File: src/rtl/bcd_convert_seq.sv
// rtl/bcd_convert_seq.sv - sequential binary-to-BCD converter (shift-and-add-3)
//
// Converts an unsigned BIN_W-bit value into DIGITS packed BCD digits, one
// shift per clock with every digit adjusted in parallel. The result is held
// on o_BCD between conversions and updated only on the o_Valid edge.
//
// Optional build macro: BCD_CONVERT_SEQ_BLANK_EN enables the leading-zero
// blank mask on o_Blank; without it o_Blank is tied low.
//
// Ports:
//   i_Clock    system clock
//   i_Reset    synchronous active-high reset
//   i_Start    request a conversion of i_Binary (sampled only while idle)
//   i_Binary   unsigned value to convert
//   o_Busy     conversion in progress
//   o_Valid    one-cycle pulse: o_BCD / o_Overflow / o_Blank just updated
//   o_BCD      result, digit k in bits [4k+3:4k]
//   o_Overflow last result did not fit in DIGITS digits
//   o_Blank    leading-zero blank mask (bit 0 never set)
module bcd_convert_seq #(
  parameter int BIN_W      = 12,
  parameter int DIGITS     = 4,
  parameter int AUTO_START = 0
) (
  input  logic                  i_Clock,
  input  logic                  i_Reset,
  input  logic                  i_Start,
  input  logic [BIN_W-1:0]      i_Binary,
  output logic                  o_Busy,
  output logic                  o_Valid,
  output logic [4*DIGITS-1:0]   o_BCD,
  output logic                  o_Overflow,
  output logic [DIGITS-1:0]     o_Blank
);

  localparam int BCD_W = 4 * DIGITS;
  localparam int CNT_W = $clog2(BIN_W + 1);

  typedef enum logic {
    S_IDLE,
    S_SHIFT
  } state_t;

  state_t             state;
  state_t             state_nxt;
  logic [BIN_W-1:0]   bin_sh;
  logic [BIN_W-1:0]   last_bin;
  logic [BCD_W-1:0]   work;
  logic [BCD_W-1:0]   work_adj;
  logic [BCD_W-1:0]   work_nxt;
  logic               ovf_acc;
  logic               ovf_nxt;
  logic [CNT_W-1:0]   cnt;
  logic               trigger;
  logic               last_shift;

  // Auto-start compares against the value last latched, not the last output,
  // so a value that is converting is not re-triggered when the FSM goes idle.
  assign trigger    = i_Start || ((AUTO_START != 0) && (i_Binary != last_bin));
  assign last_shift = (cnt == CNT_W'(BIN_W - 1));
  assign o_Busy     = (state == S_SHIFT);

  // Add-3 on every digit >= 5, no carry between digits, then shift the
  // binary MSB into digit 0. The bit leaving the top digit is overflow.
  always_comb begin
    work_adj = work;
    for (int k = 0; k < DIGITS; k++) begin
      if (work[4*k +: 4] >= 4'd5) begin
        work_adj[4*k +: 4] = work[4*k +: 4] + 4'd3;
      end
    end
    work_nxt = {work_adj[BCD_W-2:0], bin_sh[BIN_W-1]};
    ovf_nxt  = ovf_acc | work_adj[BCD_W-1];
  end

  always_ff @(posedge i_Clock) begin
    if (i_Reset) begin
      state <= S_IDLE;
    end else begin
      state <= state_nxt;
    end
  end

  always_comb begin
    state_nxt = state;
    case (state)
      S_IDLE:  if (trigger)    state_nxt = S_SHIFT;
      S_SHIFT: if (last_shift) state_nxt = S_IDLE;
      default: state_nxt = S_IDLE;
    endcase
  end

`ifdef BCD_CONVERT_SEQ_BLANK_EN
  logic [DIGITS-1:0] blank_nxt;
  logic              zero_above;

  // Walk down from the top digit; a digit blanks only while every digit
  // above it is also zero. Digit 0 always shows so a value of 0 reads "0".
  always_comb begin
    blank_nxt  = '0;
    zero_above = 1'b1;
    for (int k = DIGITS - 1; k >= 1; k--) begin
      zero_above   = zero_above & (work_nxt[4*k +: 4] == 4'd0);
      blank_nxt[k] = zero_above;
    end
    if (ovf_nxt) begin
      blank_nxt = '0;
    end
  end
`else
  assign o_Blank = '0;
`endif

  always_ff @(posedge i_Clock) begin
    if (i_Reset) begin
      bin_sh     <= '0;
      last_bin   <= '0;
      work       <= '0;
      ovf_acc    <= 1'b0;
      cnt        <= '0;
      o_Valid    <= 1'b0;
      o_BCD      <= '0;
      o_Overflow <= 1'b0;
`ifdef BCD_CONVERT_SEQ_BLANK_EN
      o_Blank    <= '0;
`endif
    end else begin
      o_Valid <= 1'b0;
      case (state)
        S_IDLE: begin
          if (trigger) begin
            bin_sh   <= i_Binary;
            last_bin <= i_Binary;
            work     <= '0;
            ovf_acc  <= 1'b0;
            cnt      <= '0;
          end
        end
        S_SHIFT: begin
          bin_sh  <= bin_sh << 1;
          work    <= work_nxt;
          ovf_acc <= ovf_nxt;
          cnt     <= cnt + CNT_W'(1);
          if (last_shift) begin
            o_BCD      <= work_nxt;
            o_Overflow <= ovf_nxt;
            o_Valid    <= 1'b1;
`ifdef BCD_CONVERT_SEQ_BLANK_EN
            o_Blank    <= blank_nxt;
`endif
          end
        end
        default: ;
      endcase
    end
  end

endmodule

File: config.mk
export PLATFORM = sky130hd
export DESIGN_NAME = bcd_convert_seq
export DESIGN_NICKNAME = d
export VERILOG_FILES = /design/src/rtl/bcd_convert_seq.sv
export SDC_FILE = /design/constraint.sdc
export NUM_CORES = 1
export LEC_CHECK = 0
export ABC_AREA = 1
export CAP_MARGIN = 20
export CORE_AREA = 2 2 73 75
export DETAILED_ROUTE_END_ITERATION = 7
export DIE_AREA = 0 0 75 77
export DONT_BUFFER_PORTS = 1
export PLACE_DENSITY = 0.59
export SLEW_MARGIN = 20
export SYNTH_ARGS = -nofsm -noshare
export SYNTH_HDL_FRONTEND = slang
export SYNTH_SLANG_ARGS = --single-unit
File: constraint.sdc
create_clock -name i_Clock -period 3.53 [get_ports i_Clock]
set_clock_uncertainty 0.05 [all_clocks]
set_input_delay 0.8825 -clock i_Clock [delete_from_list [all_inputs] [get_ports i_Clock]]
set_output_delay 0.8825 -clock i_Clock [all_outputs]
set_load 0.02 [all_outputs]
==> impl_metrics.ini <==
[detailed_routing]
dr.pass1.iters = 4
viasPerCell = 4.94
wire_per_inst_um = 11.4
wl_mm = 4.64
drt_iter0_drc = 84
vias = 2010
drc = 0
antenna_left = 0

[floorplan]
die_width_um = 75
core_area_mm2 = 0.00498
dieArea_mm2 = 0.00578
rows = 26
fp.dieH_um = 77
pin_count = 38
initial_core_util_pct = 48.3

[clock_tree]
cts_resized = 0
cts_setup_buffers = 0
cts_tree = yes
clk_pin_slew_ns = 0.09
htreeDepth = 2
numClockSinks = 52
cts_hold_buf = 0
cts_buffer_depth = 2
cts_buffers = 5
cts-root-buf = clkbuf_8
insertion_delay_ns = 0.30

[global_routing]
grt_pass1_wl_mm = 8.18
track_usage_pct = 17.9
grt_overflow_total = 0
grt_start_max_net_pins = 32
grt_antenna_before_repair = 0
grt_pass1_vias = 1822

[outcome]
status = finished, final reports clean

[critical_path]
critPathRequiredTime_ns = 2.60
critPathLaunchType = flop
cp-end-kind = primary output
arrival_ns = 0.88
path_max_fanout = 6
reg2reg_depth = 4
r2r_end = o_BCD[2]
critPathKind = reg -> out
r2r-start = o_Busy
r2r_setup_slack_ns = 1.82

[synth]
yosysWarnings = 0
synth.avg_cell_area_um2 = 7.05
ys_seq_elements = 52
synthCells = 341
synth.distinct_cells = 22
synth_area_mm2 = 0.00240
ys_seq_area_share_pct = 43.3

[sta]
tightest_slew_ns = 0.722
finalCriticalPeriod_ns = 1.82
setup_slack_ns = 1.71
max_freq_mhz = 551
setup_tns_ns = 0
timing.final.crit_share_pct = 51.4
finalHoldViolCount = 0
slew-limit-headroom_pct = 51.7
whs_ns = 0.419
finalMaxSlewViolations = 0
setup_viol = 0
rsz0062_at_grt = false

[pwr]
power.total_mw = 1.01
p_leak_nw = 1.18
max-vdd-ir-drop_v = 0.000230
p_per_area_mw_per_mm2 = 400

[final_layout]
areaGrowthSynthToFinish_pct = 4.68
finalCoreUtilization_pct = 50.6
drive_gt1_share_pct = 3.86
nNetsFinal = 360
antenna_cells = 0

[worst_hold_path]
hold_path.startpoint = bin_sh[0]
hold_path_depth = 2
min_path_type = reg -> reg
min_to = bin_sh[0]

[place]
post-dp-hpwl_mm = 3.17
portBuffers = 0
pre_cts_ws_ns = 1.61
gp_congestion = 0.786

[flow_run]
drv_cap = 0
per-layer routing:
layer	routed length [um]	part of all wire (%)	GRT usage, %
met1	2340	50	24.7
met2	2060	44	27.5
met3	171	3.7	4.20
met4	65	1.4	5.36
met5	0	0	0
through the flow:
step                      std cells  area, um2
after global placement          399       2420
after detailed placement        399       2420
final                           407       2520
after floorplan                 344       2420
after CTS                       407       2520
after global routing            407       2520
state kept, by name (all words and copies together) (netlist names):
register,flops
cnt,4
o_Overflow,1
o_Busy,1
ovf_acc,1
work,16
o_BCD,16
bin_sh,12
o_Valid,1
cell families (layout without fill, tap and decap cells):
group           Yosys count  in the layout  share of synthesized area (%)
mux                       1              1                          0.416
flops                    52             52                           43.3
fa+ha+maj                 9              9                           4.68
other cells               1              4                          0.156
compound gates           41             41                           9.47
simple gates            182            182                           32.0
buf+inv                  55             48                           9.99
power by group:
| group | internal, mW | total (mW) | switching, mW | leakage, nW |
|---|---|---|---|---|
| Combinational | 0.0152 | 0.0557 | 0.0405 | 0.714 |
| Clock | 0.160 | 0.346 | 0.186 | 0.0445 |
| Sequential | 0.596 | 0.605 | 0.00829 | 0.421 |
worst max path at each step:
stage / cells past startpoint / from / to
after global routing: 4 / o_Busy / o_BCD[10]
after detailed placement: 5 / i_Reset / o_BCD[5]
after floorplan: 3 / i_Reset / bin_sh[0]
final: 0 / o_Busy / o_Busy
after global placement: 5 / i_Reset / o_BCD[3]
after CTS: 0 / o_Busy / o_Busy
placed cells by master, fill, tap and decap left out:
cell type / n
nor3_1: 1
dfxtp_1: 52
buf_4: 2
conb_1: 4
o21ai_1: 1
nor2b_1: 1
o21ai_0: 10
a21oi_1: 21
clkbuf_8: 6
ha_1: 9
nand3_1: 40
mux2i_1: 1
nor2_1: 3
nand4_1: 8
clkinvlp_4: 1
a22oi_1: 9
nor3_4: 1
clkbuf_1: 1
nor2_2: 1
inv_1: 36
inv_2: 2
nand2_1: 127
cell type report:
class | instances | area (um2)
clock buffer | 7 | 86.3
inverter | 38 | 143
fill | 538 | 2460
tap | 70 | 87.6
multi-input combinational | 237 | 1140
timing repair buffer | 2 | 15.0
sequential | 52 | 1040
clock inverter | 1 | 7.51
cell usage after synthesis (all sizes together):
| master | number | share of area (%) |
|---|---|---|
| inv | 38 | 5.9 |
| buf | 13 | 3.4 |
| clkbuf | 4 | 0.62 |
| a22oi | 9 | 2.8 |
| nand2 | 127 | 20 |
| conb | 1 | 0.16 |
| ha | 9 | 4.7 |
| a21oi | 21 | 4.4 |
| nor2 | 4 | 0.62 |
| dfxtp | 52 | 43 |
| o21ai | 11 | 2.3 |
| nor2b | 1 | 0.26 |
| nand3 | 40 | 8.3 |
| nand4 | 8 | 2.1 |
| nor3 | 2 | 0.88 |
| mux2i | 1 | 0.42 |
tightest hold or removal path: stages (launching register included):
cell and delay (ns):
dfxtp_1 0.32, nand2_1 0.06, a21oi_1 0.05
Note: power is estimated with default switching activity, not from simulation.
